File: src/rtl/spi_pkg.sv
// Shared types and constants for the SPI transmit-only slave.
package spi_pkg;

    localparam int unsigned SPI_FRAME_W = 8;
    localparam int unsigned SPI_IDX_W   = 4;

    typedef enum logic [1:0] {
        IDLE  = 2'd0,
        SHIFT = 2'd1,
        DONE  = 2'd2
    } spi_state_e;

endpackage

File: src/rtl/spi_sync_edge.sv
// Two-flop synchroniser for an asynchronous input, plus a history flop for edge detection.
module spi_sync_edge #(
    parameter logic ResetVal = 1'b0
) (
    input  logic clk,
    input  logic rst,
    input  logic async_in,
    output logic level,
    output logic rise,
    output logic fall
);

    logic meta_q;
    logic sync_q;
    logic hist_q;

    always_ff @(posedge clk) begin
        if (rst) begin
            meta_q <= ResetVal;
            sync_q <= ResetVal;
            hist_q <= ResetVal;
        end else begin
            meta_q <= async_in;
            sync_q <= meta_q;
            hist_q <= sync_q;
        end
    end

    assign level = sync_q;
    assign rise  = sync_q & ~hist_q;
    assign fall  = ~sync_q & hist_q;

endmodule

File: src/rtl/spi_slave_tx.sv
// SPI mode 0 transmit-only slave: latches a byte at frame start and shifts it out LSB first
// on sck falling edges, with sck/ss oversampled on the system clock.
module spi_slave_tx
    import spi_pkg::*;
(
    input  logic                   clk,
    input  logic                   rst,
    input  logic [SPI_FRAME_W-1:0] data,
    input  logic                   ss,
    input  logic                   sck,
    output logic                   miso,
    output logic                   busy,
    output logic [1:0]             dbg_cs,
    output logic [SPI_IDX_W-1:0]   dbg_idx,
    output logic [SPI_FRAME_W-1:0] dbg_data
);

    localparam int unsigned SelW = $clog2(SPI_FRAME_W);
    localparam logic [SPI_IDX_W-1:0] FrameLen = SPI_IDX_W'(SPI_FRAME_W);

    logic sck_lvl, sck_rise, sck_fall;
    logic ss_lvl, ss_rise, ss_fall;
    logic unused_edges;

    spi_sync_edge #(
        .ResetVal (1'b0)
    ) u_sync_sck (
        .clk      (clk),
        .rst      (rst),
        .async_in (sck),
        .level    (sck_lvl),
        .rise     (sck_rise),
        .fall     (sck_fall)
    );

    // ss idles high, so its synchroniser resets to 1 to avoid a false select after reset.
    spi_sync_edge #(
        .ResetVal (1'b1)
    ) u_sync_ss (
        .clk      (clk),
        .rst      (rst),
        .async_in (ss),
        .level    (ss_lvl),
        .rise     (ss_rise),
        .fall     (ss_fall)
    );

    assign unused_edges = ^{sck_lvl, sck_rise, ss_rise, ss_fall};

    spi_state_e             state_q;
    logic [SPI_IDX_W-1:0]   idx_q;
    logic [SPI_FRAME_W-1:0] shreg_q;
    logic                   miso_q;
    logic                   busy_q;

    always_ff @(posedge clk) begin
        if (rst) begin
            state_q <= IDLE;
            idx_q   <= '0;
            shreg_q <= '0;
            miso_q  <= 1'b0;
            busy_q  <= 1'b0;
        end else begin
            case (state_q)
                IDLE: begin
                    if (sck_fall && !ss_lvl) begin
                        shreg_q <= data;
                        miso_q  <= data[0];
                        idx_q   <= SPI_IDX_W'(1);
                        busy_q  <= 1'b1;
                        state_q <= SHIFT;
                    end
                end
                SHIFT: begin
                    // Deselect takes priority over a coincident sck edge.
                    if (ss_lvl) begin
                        idx_q   <= '0;
                        miso_q  <= 1'b0;
                        busy_q  <= 1'b0;
                        state_q <= IDLE;
                    end else if (sck_fall) begin
                        if (idx_q < FrameLen) begin
                            miso_q <= shreg_q[idx_q[SelW-1:0]];
                            idx_q  <= idx_q + SPI_IDX_W'(1);
                        end else begin
                            miso_q  <= 1'b0;
                            busy_q  <= 1'b0;
                            state_q <= DONE;
                        end
                    end
                end
                DONE: begin
                    if (ss_lvl) begin
                        idx_q   <= '0;
                        state_q <= IDLE;
                    end
                end
                default: begin
                    idx_q   <= '0;
                    miso_q  <= 1'b0;
                    busy_q  <= 1'b0;
                    state_q <= IDLE;
                end
            endcase
        end
    end

    assign miso     = miso_q;
    assign busy     = busy_q;
    assign dbg_cs   = state_q;
    assign dbg_idx  = idx_q;
    assign dbg_data = shreg_q;

endmodule

File: config.mk
export PLATFORM = sky130hd
export DESIGN_NAME = spi_slave_tx
export DESIGN_NICKNAME = d
export VERILOG_FILES = /design/src/rtl/spi_pkg.sv /design/src/rtl/spi_sync_edge.sv /design/src/rtl/spi_slave_tx.sv
export SDC_FILE = /design/constraint.sdc
export NUM_CORES = 1
export LEC_CHECK = 0
export CAP_MARGIN = 30
export CELL_PAD_IN_SITES_DETAIL_PLACEMENT = 1
export CELL_PAD_IN_SITES_GLOBAL_PLACEMENT = 1
export CORE_ASPECT_RATIO = 0.75
export CORE_MARGIN = 10
export CORE_UTILIZATION = 30
export CTS_CLUSTER_DIAMETER = 200
export DETAILED_ROUTE_END_ITERATION = 16
export HOLD_SLACK_MARGIN = 0.08
export PLACE_DENSITY_LB_ADDON = 0.1
export SYNTH_ARGS = -nofsm -noshare
export SYNTH_HDL_FRONTEND = slang
export SYNTH_SLANG_ARGS = --single-unit
File: constraint.sdc
create_clock -name clk -period 2 [get_ports clk]
set_input_delay 0.4 -clock clk [delete_from_list [all_inputs] [get_ports clk]]
set_output_delay 0.4 -clock clk [all_outputs]
set_load 0.02 [all_outputs]
==> summary.md, run 1 <==
| Metric | Value |
|---|---|
| Top cell type's share of synthesized area | `0.4381` |
| Worst-path fanout max | `7` |
| Max H-tree Level | `1` |
| Number of global-route vias before repair | `890` |
| Number of synthesized flops with an enable pin | `0` |
| Max VDD drop | `0.3397 mV` |
| Main flop type after synthesis | `dfxtp_1` |
| Power per cell area | `589.2 nW/um^2` |
| Layout cells sized above 1 | `0.1022` |
| Vias | `861` |
| CTS Buffer Depth | `2` |
| Critical path's slowest cell | `clkdlybuf4s50_1` |
| Detailed Place HPWL | `2.224 mm` |
| DR pass1 iterations | `4` |
| Final wirelength | `2.860 mm` |
| GRT busiest layer | `met2` |
| Layout area overhead | `36.24%` |
| Largest net degree at the start of global routing | `19` |
| Slew Viols, Final | `0` |
| Drt wl/cell | `16.34 um` |
| CP arrival | `1440 ps` |
| Met3 GRT Util | `0.04215` |
| # port buffers | `27` |
| Psw | `174.6 uW` |
| WP buf/inv | `1` |
| Crit start category | `flop` |
| Final nets | `151` |
| Avg Inst Size Synth | `8.724 sq um` |
| Worst slew pin tran | `345.3 ps` |
| Fin. Hold Viols | `0` |
| Via density | `4.920` |
| Sequential area share after synthesis | `0.4381` |
| Synth Cell Area | `959.7 sq um` |
| Internal | `595.8 uW` |
| Sw frac | `0.2267` |
| Yosys reg bits | `21` |
| Die area | `5885 sq um` |
| Mapped Nets | `123` |
| Relative slew slack | `0.7691` |
| Status | `completed` |
| Row count | `17` |
| Final ANT Viol Nets | `0` |
| Synth area leaders | `dfxtp_1, a21oi_1, o21ai_1` |
| Initial drt markers | `59` |
| Setup violations, final | `0` |
| Leakage | `0.4298 nW` |
| Total power | `770.4 uW` |
| Starting Density | `0.3200` |
| First-pass GRT wire length | `4.678 mm` |
| Period minus WS final | `1840 ps` |
| Post-cts sizing count | `0` |
| Count of cell types in the netlist | `33` |
| GR Util met1 | `0.1342` |
| Die X | `85.31 um` |
| Die height | `68.98 um` |
| Remaining Overflow, GRT | `0` |
| Synth warn | `0` |
| Final std cells w/o fill | `175` |
| Hold Buf Count CTS | `0` |
| RSZ-0062 raised after global routing | `no` |
| Clk sinks | `21` |
| Seq pwr share | `0.559` |
| IO Pins | `28` |
| Core area | `2999 sq um` |
| Hold WC Path Type | `reg -> reg` |
| Post-CTS setup buffer count | `0` |
| Critical path's largest stage delay | `670 ps` |
| Post-Route Setup TNS | `0 ps` |
| Clk root buf | `clkbuf_8` |
| Crit Path Category | `reg -> out` |
| CTS tree | `yes` |
| CP top delay family | `buffers and inverters` |
| CTS clk-pin slew, worst paths | `80 ps` |
| Combinational Power Share | `0.075` |
| Count leader, synth | `dfxtp_1` |
| Post-Synthesis Cells | `110` |
| Met2 usage | `0.1427` |
| Post-Route Skew | `1.983 ps` |
| Leading area contributor after synthesis | `dfxtp_1` |
| Worst skew pair latency | `260 ps` |
| Max FFs per register | `8` |
| RD Place Congestion | `0.7991` |
| CTS buffer count | `3` |
| Ys async rst share | `0` |
| Cells after DPL | `171` |
| Clock power share | `0.366` |
| Initial antenna violation count | `0` |
| Worst path required time | `1600 ps` |
| Setup crit end kind | `primary output` |
| Final period utilization | `0.9201` |
| Synth top cells by count | `dfxtp_1, a21oi_1, nand2_1, o21ai_1, nor2_1` |
| GRT Util Overall | `0.09980` |
| CP cell instances | `clkdlybuf4s50_1` |
| Max cap viols | `0` |
| Residual DRC count | `0` |
| Fmax | `543.4 MHz` |
| N_diodes | `0` |
## stage by stage
step                worst slack, ps  instance area, sq um  hold slack, ps    util
floorplan                     467.6                 959.7           383.2       -
global placement              433.1                  1261           397.9  0.4205
detailed placement            316.7                  1261           396.4  0.4205
CTS                           132.4                  1308           416.0  0.4360
global route                  76.91                  1308           437.3  0.4360
finish                        159.7                  1308           411.7  0.4360
## power by group through the flow
stage / Sequential [mW] / Clock (mW) / Combinational, mW
6_report: 0.431 / 0.282 / 0.0575
3_5_place_dp: 0.441 / 0 / 0.0576
4_1_cts: 0.431 / 0.294 / 0.0577
5_1_grt: 0.432 / 0.310 / 0.0628
2_1_floorplan: 0.441 / 0 / 0.0232
3_3_place_gp: 0.440 / 0 / 0.0574
## cells by family after synthesis
| family | share of synthesized area |
|---|---|
| DFF | 0.4381 |
| and+or+nand+nor | 0.2203 |
| xor gates and xnor gates | 0.009128 |
| buffers and inverters | 0.04822 |
| muxes | 0.04433 |
| adders and majority gates | 0.01304 |
| AOI/OAI and AO/OA | 0.2269 |
## placed cells by master (no fill, tap or decap), drive strengths merged, types with 3 or more instances in the layout
cell type,n
clkdlybuf4s50,27
dfxtp,21
a21oi,17
nand2,12
o21ai,12
nor2,7
nor2b,5
nor3,4
inv,4
or2,3
nand3,3
clkbuf,3
## final cells by class
type	count	area, sq um
clock inverters	1	5.005
fillers	348	1692
clock buffers	3	41.29
flip-flops and latches	21	420.4
repair buffers	29	285.3
inverters	4	15.01
well taps	38	47.55
multi-input cells	79	493.0
## routing by layer
| metal | vias up | share of wire |
|---|---|---|
| met5 | - | 0 |
| met4 | 0 | 0.0042 |
| met3 | 2 | 0.057 |
| met2 | 16 | 0.40 |
| met1 | 401 | 0.54 |
| li1 | 442 | - |
## worst paths after layout
kind                          from         endpoint  slack (ps)  depth (start not counted)
setup / recovery        dbg_idx[1]       dbg_idx[1]         160                          1
hold / removal    u_sync_ss.meta_q  u_sync_ss.level         410                          1
setup reg to reg         dbg_cs[1]             miso         310                          4
hold reg to reg   u_sync_ss.meta_q  u_sync_ss.level         410                          1
Note: power is estimated with default switching activity, not from simulation.
==> run 2: changes to the inputs <==
Settings changed: ABC_CLOCK_PERIOD_IN_PS from default to 2000.
==> results of run 2 <==
Same layout as run 1: the final DEF is identical, and so are final timing and power.
==> run 3: changes to the inputs <==
Settings changed: REMOVE_ABC_BUFFERS from default to 1.
==> run 3 against run 2 <==
  * Largest power group unchanged
  * Combinational power grew 3.5%
  * Cell area grew 1.3%
  * Non-clock buffer count grew 2
==> summary.md, run 3 (synthesized netlist as in run 1, its figures left out) <==
| Metric | Value |
|---|---|
| # port buffers | `27 (unchanged)` |
| Starting Density | `0.3200 (unchanged)` |
| Fill cells | `340 (-2.3%)` |
| Total power | `781.6 uW (+1.5%)` |
| Cells on Worst Hold Path | `1 (unchanged)` |
| CTS tree | `yes` |
| Drt wl/cell | `15.97 um (-2.3%)` |
| Critical path's slowest cell | `clkdlybuf4s50_1` |
| CTS buffer count | `3 (unchanged)` |
| Sw frac | `0.2334 (+0.006703)` |
| Max VDD drop | `0.3001 mV (-12%)` |
| Crit start category | `flop` |
| Initial drt markers | `35 (-41%)` |
| Period minus WS final | `1819 ps (-20.87 ps)` |
| Max H-tree Level | `1 (unchanged)` |
| GRT Util Overall | `0.09441 (-0.005388)` |
| Fin. Hold Viols | `0 (unchanged)` |
| RD Place Congestion | `0.7739 (-3.2%)` |
| Detailed Place HPWL | `2.186 mm (-1.7%)` |
| IO Pins | `28 (unchanged)` |
| Relative slew slack | `0.8095 (+0.04044)` |
| WP buf/inv | `1 (unchanged)` |
| Critical path's largest stage delay | `670 ps (about the same)` |
| CP cell instances | `clkdlybuf4s50_1` |
| Number of global-route vias before repair | `889 (-0.11%)` |
| Die X | `85.31 um (unchanged)` |
| Hold WC Path Type | `reg -> reg` |
| Post-CTS setup buffer count | `0 (unchanged)` |
| Layout area overhead | `38.07%` |
| Die area | `5885 sq um (unchanged)` |
| Post-Route Skew | `6.581 ps (+4.598 ps)` |
| Final std cells w/o fill | `177 (+1.1%)` |
| Max FFs per register | `8 (unchanged)` |
| Die height | `68.98 um (unchanged)` |
| Vias | `892 (+3.6%)` |
| Worst skew pair latency | `270 ps (about the same)` |
| Remaining Overflow, GRT | `0 (unchanged)` |
| Core area | `2999 sq um (unchanged)` |
| CTS clk-pin slew, worst paths | `80 ps (about the same)` |
| Commonest non-fill, non-tap cell in the layout | `clkdlybuf4s50_1` |
| Setup crit end kind | `primary output` |
| WHS | `444.9 ps (+33.14 ps)` |
| Clock power share | `0.373 (+0.007)` |
| N_diodes | `0 (unchanged)` |
| Row count | `17 (unchanged)` |
| Post-Route Setup TNS | `0 ps (unchanged)` |
| Crit Path Category | `reg -> out` |
| Psw | `182.4 uW (+4.5%)` |
| Internal | `599.2 uW (+0.58%)` |
| Stages on worst setup path | `1 (unchanged)` |
| CP arrival | `1420 ps (-20 ps)` |
| CTS Buffer Depth | `2 (unchanged)` |
| Final period utilization | `0.9097 (-0.01043)` |
| Largest net degree at the start of global routing | `19 (unchanged)` |
| CP top delay family | `buffers and inverters` |
| Initial antenna violation count | `0 (unchanged)` |
| Hold Buf Count CTS | `0 (unchanged)` |
| Slew Viols, Final | `0 (unchanged)` |
| Via density | `5.040 (+2.4%)` |
| RSZ-0062 raised after global routing | `no` |
| Power per cell area | `589.9 nW/um^2 (+0.12%)` |
| Status | `completed` |
| DR pass1 iterations | `4 (unchanged)` |
| Clk root buf | `clkbuf_8` |
| Layout cells sized above 1 | `0.1151 (+0.01292)` |
| Seq pwr share | `0.551 (-0.008)` |
| First-pass GRT wire length | `4.450 mm (-4.9%)` |
| Worst reg-to-reg path cell count | `4 (unchanged)` |
| Worst-path fanout max | `8 (+1)` |
| Flop2flop setup slack | `320 ps (about the same)` |
| Final wirelength | `2.826 mm (-1.2%)` |
| Residual DRC count | `0 (unchanged)` |
| Worst slew pin tran | `285.4 ps (-59.97 ps)` |
| Most frequent cells in the layout | `clkdlybuf4s50_1, dfxtp_1, a21oi_1` |
| Leakage | `0.4363 nW (+1.5%)` |
| Worst path required time | `1600 ps (about the same)` |
| Final ANT Viol Nets | `0 (unchanged)` |
| Final nets | `153 (+1.3%)` |
| Cells after DPL | `173 (+1.2%)` |
| Combinational Power Share | `0.076 (about the same)` |
| Max cap viols | `0 (unchanged)` |
| Post-cts sizing count | `0 (unchanged)` |
| Fmax | `549.6 MHz (+1.1%)` |
| Clk sinks | `21 (unchanged)` |
| Setup violations, final | `0 (unchanged)` |
## run 3: changes by cell type in the layout (fill, tap and decap cells not counted)
cell / previous run / this run
buf_4: 2 / 4
clkinv_2: 1 / 0
clkinvlp_4: 0 / 1
## run 3: final cells by class
class,instances,area (sq um),area share
flip-flops and latches,21,420.4,0.3173
well taps,38,47.55,0.03588
inverters,4,15.01,0.01133
multi-input cells,79,493.0,0.3720
clock inverters,1,7.507,0.005666
clock buffers,3,41.29,0.03116
repair buffers,31,300.3,0.2266
## run 3: path summary, 6_finish.rpt
path | from | end
setup / recovery | dbg_idx[0] | dbg_idx[0]
hold / removal | u_sync_sck.meta_q | u_sync_sck.level
hold reg to reg | u_sync_sck.meta_q | u_sync_sck.level
setup reg to reg | dbg_cs[1] | miso
## run 3: stage by stage
stage / setup WS [ps] / instance area [sq um] / utilization
finish: 180.6 / 1325 / 0.4418
global route: 129.7 / 1325 / 0.4418
detailed placement: 319.0 / 1276 / 0.4255
global placement: 410.7 / 1276 / 0.4255
floorplan: 387.0 / 928.4 / -
CTS: 167.5 / 1325 / 0.4418
## run 3: per-layer routing
metal  vias to the layer above  global-route usage  part of all wire
met5                         -                   0                 0
met4                         0             0.01844            0.0042
met3                         2             0.04801             0.077
met2                        22              0.1521              0.43
met1                       423              0.1118              0.49
li1                        445                   -                 -
## run 3: power by group through the flow
stage                     Clock [mW]  Combinational (mW)  Sequential [mW]
after detailed placement           0              0.0598            0.440
after global routing           0.319              0.0645            0.432
after global placement             0              0.0592            0.440
after floorplan                    0              0.0172            0.441
final                          0.292              0.0595            0.430
after CTS                      0.301              0.0601            0.431
